## config.mk

```make
export PLATFORM = sky130hd
export DESIGN_NAME = clk_en_gen_flat
export DESIGN_NICKNAME = d
export VERILOG_FILES = /design/src/rtl/clk_en_gen_if.sv /design/src/rtl/clk_en_gen.sv /design/src/flat_wrapper.sv
export SDC_FILE = /design/constraint.sdc
export NUM_CORES = 1
export LEC_CHECK = 0
export ABC_AREA = 1
export CELL_PAD_IN_SITES_DETAIL_PLACEMENT = 0
export CELL_PAD_IN_SITES_GLOBAL_PLACEMENT = 1
export CORE_MARGIN = 2
export CORE_UTILIZATION = 48
export DETAILED_ROUTE_END_ITERATION = 10
export DONT_BUFFER_PORTS = 1
export PLACE_DENSITY = 0.86
export SLEW_MARGIN = 20
export SYNTH_ARGS = -nofsm -noshare
export SYNTH_HDL_FRONTEND = slang
export SYNTH_SLANG_ARGS = --single-unit
```

## constraint.sdc

```tcl
create_clock -name clk -period 3.4 [get_ports clk]
set_input_delay 0.34 -clock clk [delete_from_list [all_inputs] [get_ports clk]]
set_output_delay 0.34 -clock clk [all_outputs]
set_load 0.05 [all_outputs]
```

## src/rtl/clk_en_gen_if.sv

```systemverilog
// rtl/clk_en_gen_if.sv - divisor configuration handshake for clk_en_gen
// CLK_GEN_FRAC_EN adds the fractional increment field.
interface clk_en_gen_if #(
  parameter int CNT_W  = 16,
  parameter int NUM_CH = 2
`ifdef CLK_GEN_FRAC_EN
  ,
  parameter int FRAC_W = 8
`endif
);
  logic [NUM_CH*CNT_W-1:0]  cfg_div;
`ifdef CLK_GEN_FRAC_EN
  logic [NUM_CH*FRAC_W-1:0] cfg_frac;
`endif
  logic                     cfg_valid;
  logic                     cfg_ready;

  modport master (
    output cfg_div,
`ifdef CLK_GEN_FRAC_EN
    output cfg_frac,
`endif
    output cfg_valid,
    input  cfg_ready
  );

  modport slave (
    input  cfg_div,
`ifdef CLK_GEN_FRAC_EN
    input  cfg_frac,
`endif
    input  cfg_valid,
    output cfg_ready
  );
endinterface

```

## src/rtl/clk_en_gen.sv

```systemverilog
// rtl/clk_en_gen.sv - multi-channel programmable clock-enable generator
// CLK_GEN_FRAC_EN enables fractional divide (D + frac/2^FRAC_W).
module clk_en_gen #(
  parameter int CNT_W       = 16,
  parameter int NUM_CH      = 2,
  parameter int DEFAULT_DIV = 2000,
  parameter int FRAC_W      = 8
) (
  input  logic              clk,
  input  logic              rst,
  input  logic              en,
  input  logic              sync,
  clk_en_gen_if.slave       cfg,
  output logic [NUM_CH-1:0] tick,
  output logic [NUM_CH-1:0] clk_out
);

  if (NUM_CH < 1 || CNT_W < 1 || FRAC_W < 1) begin : g_bad_params
    $error("clk_en_gen: NUM_CH, CNT_W and FRAC_W must be at least 1");
  end

  logic              xfer;
  logic [CNT_W-1:0]  cnt    [NUM_CH];
  logic [CNT_W-1:0]  div_act[NUM_CH];
  logic [CNT_W-1:0]  div_sh [NUM_CH];
  logic [NUM_CH-1:0] pend;
  logic [NUM_CH-1:0] pend_nxt;
  logic [NUM_CH-1:0] wrap;
  logic [NUM_CH-1:0] apply;
  logic [NUM_CH-1:0] halted;

`ifdef CLK_GEN_FRAC_EN
  logic [FRAC_W-1:0] frac_act[NUM_CH];
  logic [FRAC_W-1:0] frac_sh [NUM_CH];
  logic [FRAC_W-1:0] acc     [NUM_CH];
  logic [FRAC_W:0]   acc_sum [NUM_CH];
  logic [NUM_CH-1:0] stretch;
`endif

  assign xfer = cfg.cfg_valid && cfg.cfg_ready;

  always_comb begin
    for (int i = 0; i < NUM_CH; i++) begin
      halted[i] = (div_act[i] == '0);
`ifdef CLK_GEN_FRAC_EN
      // A carried period runs one extra cycle: compare against D instead of D-1.
      wrap[i] = en && !halted[i] &&
                (cnt[i] == div_act[i] - {{(CNT_W-1){1'b0}}, ~stretch[i]});
`else
      wrap[i] = en && !halted[i] && (cnt[i] == div_act[i] - 1'b1);
`endif
      apply[i] = pend[i] && (wrap[i] || (en && halted[i]));
`ifdef CLK_GEN_FRAC_EN
      acc_sum[i] = {1'b0, acc[i]} + {1'b0, (apply[i] ? frac_sh[i] : frac_act[i])};
`endif
    end
    // Pending is all-clear whenever a transfer is accepted, so xfer and apply never overlap.
    pend_nxt = xfer ? {NUM_CH{1'b1}} : (pend & ~apply);
  end

  always_ff @(posedge clk) begin
    if (rst) begin
      for (int i = 0; i < NUM_CH; i++) begin
        cnt[i]     <= '0;
        div_act[i] <= CNT_W'(DEFAULT_DIV);
        div_sh[i]  <= '0;
`ifdef CLK_GEN_FRAC_EN
        frac_act[i] <= '0;
        frac_sh[i]  <= '0;
        acc[i]      <= '0;
`endif
      end
`ifdef CLK_GEN_FRAC_EN
      stretch <= '0;
`endif
      pend          <= '0;
      tick          <= '0;
      clk_out       <= '0;
      cfg.cfg_ready <= 1'b1;
    end else if (sync) begin
      for (int i = 0; i < NUM_CH; i++) begin
        cnt[i] <= '0;
        if (xfer) begin
          div_act[i] <= cfg.cfg_div[i*CNT_W +: CNT_W];
          div_sh[i]  <= cfg.cfg_div[i*CNT_W +: CNT_W];
        end else if (pend[i]) begin
          div_act[i] <= div_sh[i];
        end
`ifdef CLK_GEN_FRAC_EN
        if (xfer) begin
          frac_act[i] <= cfg.cfg_frac[i*FRAC_W +: FRAC_W];
          frac_sh[i]  <= cfg.cfg_frac[i*FRAC_W +: FRAC_W];
        end else if (pend[i]) begin
          frac_act[i] <= frac_sh[i];
        end
        acc[i] <= '0;
`endif
      end
`ifdef CLK_GEN_FRAC_EN
      stretch <= '0;
`endif
      pend          <= '0;
      tick          <= '0;
      clk_out       <= '0;
      cfg.cfg_ready <= 1'b1;
    end else begin
      for (int i = 0; i < NUM_CH; i++) begin
        if (xfer) begin
          div_sh[i] <= cfg.cfg_div[i*CNT_W +: CNT_W];
        end
        if (apply[i]) begin
          div_act[i] <= div_sh[i];
        end
`ifdef CLK_GEN_FRAC_EN
        if (xfer) begin
          frac_sh[i] <= cfg.cfg_frac[i*FRAC_W +: FRAC_W];
        end
        if (apply[i]) begin
          frac_act[i] <= frac_sh[i];
        end
        if (wrap[i]) begin
          acc[i]     <= acc_sum[i][FRAC_W-1:0];
          stretch[i] <= acc_sum[i][FRAC_W];
        end
`endif
        if (wrap[i]) begin
          cnt[i]     <= '0;
          clk_out[i] <= ~clk_out[i];
        end else if (en && !halted[i]) begin
          cnt[i] <= cnt[i] + 1'b1;
        end
        tick[i] <= wrap[i];
      end
      pend          <= pend_nxt;
      cfg.cfg_ready <= ~|pend_nxt;
    end
  end

endmodule
```

## src/flat_wrapper.sv

```systemverilog
// flat-port wrapper written by rule: the top's interface ports become plain ports
module clk_en_gen_flat 
#(
  parameter int CNT_W       = 16,
  parameter int NUM_CH      = 2,
  parameter int DEFAULT_DIV = 2000,
  parameter int FRAC_W      = 8
)
  (clk, rst, en, sync, tick, clk_out, cfg_cfg_div, cfg_cfg_valid, cfg_cfg_ready);
  clk_en_gen_if #(.CNT_W(CNT_W), .NUM_CH(NUM_CH)) cfg_i ();
  input  logic clk;
  input  logic rst;
  input  logic en;
  input  logic sync;
  output logic [NUM_CH-1:0] tick;
  output logic [NUM_CH-1:0] clk_out;
  input wire logic [$bits(cfg_i.cfg_div)-1:0] cfg_cfg_div;
  input wire logic [$bits(cfg_i.cfg_valid)-1:0] cfg_cfg_valid;
  output wire logic [$bits(cfg_i.cfg_ready)-1:0] cfg_cfg_ready;
  assign cfg_i.cfg_div = cfg_cfg_div;
  assign cfg_i.cfg_valid = cfg_cfg_valid;
  assign cfg_cfg_ready = cfg_i.cfg_ready;
  clk_en_gen #(.CNT_W(CNT_W), .NUM_CH(NUM_CH), .DEFAULT_DIV(DEFAULT_DIV), .FRAC_W(FRAC_W)) u_core (.clk(clk), .rst(rst), .en(en), .sync(sync), .cfg(cfg_i), .tick(tick), .clk_out(clk_out));
endmodule
```

==> results.md <==
- Status: complete, no violations
- Layout net count: 817
- # diodes: 0
- Worst r2r path cells: 14
- RSZ-0062 raised after global routing: no
- WL final: around 12000 um
- Tmin final: about 3 ns
- Die height: approximately 120 um
- Die width: 118 um
- Overall power: approximately 2.9 mW
- Cell count after synthesis: 774
- Cell family with most CP delay: simple AND/OR/NAND/NOR gates
- Core area: approximately 0.013 mm2
- Cell variety after synth: 37
- TritonCTS clock tree: built
- Async S/R FF share, synth: 0
- Seq/Total Area, Yosys: 0.482
- Sw frac: 0.253
- Endpoints failing setup: 0
- H-tree depth: 3
- Hold path endpoint: u_core.div_act[0][14]$_DFFE_PP_
- Kind of critical path: reg2reg
- Req. time, crit path: approximately 3.4 ns
- Reg2reg end: u_core.div_act[1][3]$_DFFE_PP_
- Largest net degree at the start of global routing: 26
- ANT nets after route: 0
- Psw: around 720 uW
- Mapped cell area: about 0.0063 mm2
- Hold Buf Count CTS: 0
- Hold depth: 2
- Period Utilization, post-route: 0.872
- Clk pin slew, worst setup/hold paths: approximately 0.070 ns
- Worst-Margin Slew: 0.706 ns
- Layout Area Growth over Synthesis: 7.17%
- Syn Nets: a little over 800
- Gpl congestion: between 0.8 and 0.9
- Clock share of power: 0.366
- Flop pwr share: 0.537
- Overflow left after global routing: 0
- Warnings, synthesis: 0
- Fin cells: between 900 and 1000
- Pint: 2.14 mW
- Relative slew slack: 0.528
- Drt initial violations: roughly 230
- Crit path launch: u_core.div_act[1][0]$_DFFE_PP_
- Initial Util: 0.495
- Logic gate share of total power: 0.098
- Setup bufs post-CTS: 0
- Clock sinks: between 100 and 150
- Clock buffer depth: 2
- Final Slew Violations: 0
- R2r setup slk: around 0.43 ns
- Post-route cell area: roughly 0.0067 mm2
- Die area: ~0.014 mm2
- Slowest stage delay, CP: about 0.45 ns
- # resized after CTS: 0
- DRT Pass-1 Iters: 5
- Flops & latches, synth: a little over 100
- Dpl hpwl: 9450 um
- Post-Syn Area per Cell: 8.10 um2
- Static Leakage: about 2.9 nW
- Max-cap violations: 0
- Most used cell, CP: nand2_1
- CP Cell Sequence: inv_1 -> ha_1 -> nand2_2 -> nor2_4 -> nand3_1 -> nand2_1 -> nand2_1 -> nor2_2 -> nand4_2 -> nand2_2 -> nand3_2 -> nand2_4 -> inv_2 -> nand2_1
- Detailed-route DRC error count: 0
- Wirelength per Cell: roughly 13 um
- First-pass GRT wire length: 20500 um
- Bufs and invs on worst path: 2
- CP max FO: 17
- Vias in the first global route: approximately 4300
- Final Hold Viols: 0
- Crit path DAT: 2.95 ns
- Share of layout cells above drive strength 1: 0.112
- Placed insts: roughly 940
- CP startpoint kind: register
- Initial antenna violation count: 0
- Worst skew pair latency: roughly 0.35 ns
- Power density over the cells: around 430 mW/mm2
- Port bufs: 0
- Fillers: ~1200
- Via density: just under 5
- Post-Route Skew: approximately 0.0071 ns
- Clock root buffer: clkbuf_16
- # IOs: 42
- All-Layer GR Usage: 0.183
- Vias: ~4700
- Final TNS setup: 0 ns
- Number of synthesized flops with an enable pin: 96
- Dpl cell area: roughly 0.0064 mm2
- Ys flop type: edfxtp_1
- Worst Hold Class: in2reg
- CP endpoint kind: register
- Max Clk Rate: about 340 MHz
- Row cnt: about 40
- Worst path slowest cell: nand2_1
- Worst vdd rail ir drop: around 300 uV
- TritonCTS buffer count: 9
- RR Startpoint: u_core.div_act[1][0]$_DFFE_PP_
- Hold_sp: sync
[final cells by class]
class	instances	area, um2	area share
multi-input combinational	560	2790	0.416
timing repair buffer	3	22.5	0.00335
sequential	103	3020	0.450
tap	172	215	0.0320
clock buffer	9	225	0.0335
clock inverter	6	68.8	0.0102
inverter	99	372	0.0553
[flip-flops by register name (all words and copies together), names as in the netlist]
register              cells
u_core.cnt               32
u_core.div_act           32
u_core.clk_out            2
u_core.div_sh            32
u_core.cfg.cfg_ready      1
u_core.tick               2
u_core.pend               2
[through the flow]
stage | utilization | hold slack (ns) | setup slack (ns)
floorplan | - | 0.487 | 0.903
finish | 0.530 | 0.183 | 0.434
detailed placement | 0.507 | 0.507 | 0.417
global placement | 0.507 | 0.496 | 0.544
CTS | 0.530 | 0.171 | 0.416
global route | 0.530 | 0.185 | 0.0955
[cell usage after synthesis, drive strengths merged, types with 7 or more instances]
library cell / instances / share of area
nand4: 11 / 0.014
nand2: 260 / 0.17
nor2: 137 / 0.096
edfxtp: 96 / 0.46
nand3b: 8 / 0.0096
inv: 99 / 0.059
dfxtp: 7 / 0.022
xor2: 19 / 0.027
buf: 8 / 0.011
nand3: 64 / 0.057
xnor2: 21 / 0.031
nor3: 11 / 0.0088
[routing by layer]
layer | vias to the layer above | track usage | share of wire
li1 | 2467 | - | -
met1 | 2114 | 0.267 | 0.52
met2 | 88 | 0.272 | 0.42
met3 | 12 | 0.0333 | 0.049
met4 | 0 | 0.0685 | 0.016
met5 | - | 0 | 0
[placed cells by master (no fill, tap or decap), drive strengths merged, types with 5 or more instances in the layout]
cell    synthesis  final
clkbuf          4      9
dfxtp           7      7
edfxtp         96     96
inv            99    102
nand2         260    260
nand3          64     64
nand3b          8      8
nand4          11     11
nor2          137    137
nor3           11     11
o21ai           5      5
xnor2          21     21
xor2           19     19
[power by group through the flow]
stage | clock [mW] | combinational (mW) | sequential, mW
after global placement | 0 | 0.273 | 1.56
after floorplan | 0 | 0.231 | 1.55
final | 1.05 | 0.280 | 1.54
after global routing | 1.12 | 0.323 | 1.55
after CTS | 1.07 | 0.283 | 1.54
after detailed placement | 0 | 0.282 | 1.57
[cells by family (layout without fill, tap and decap cells)]
| logic type | after synthesis | count (layout) | share of synthesized area |
|---|---|---|---|
| AO/OA/AOI/OAI | 12 | 12 | 0.0106 |
| XOR/XNOR | 40 | 40 | 0.0571 |
| adder cells (fa/ha/maj) | 4 | 4 | 0.00798 |
| buffers and inverters | 111 | 117 | 0.0725 |
| flip-flops | 103 | 103 | 0.482 |
| AND/OR/NAND/NOR | 504 | 504 | 0.370 |
[worst register-to-register path, cell delays in order (launching register included)]
cell and delay (ns):
edfxtp_1 0.40, inv_1 0.15, ha_1 0.26, nand2_2 0.12, nor2_4 0.15, nand3_1 0.10
nand2_1 0.08, nand2_1 0.06, nor2_2 0.11, nand4_2 0.18, nand2_2 0.12, nand3_2 0.10
nand2_4 0.21, inv_2 0.11, nand2_1 0.45
[how the worst max path moves through the flow]
stage,to,cells past startpoint
global placement,u_core.div_act[1][15]$_DFFE_PP_,16
floorplan,u_core.div_act[1][0]$_DFFE_PP_,14
detailed placement,u_core.div_act[1][13]$_DFFE_PP_,14
CTS,u_core.div_act[1][3]$_DFFE_PP_,14
global route,u_core.div_act[1][13]$_DFFE_PP_,16
finish,u_core.div_act[1][3]$_DFFE_PP_,14
Power figures use the tool's default switching activity.
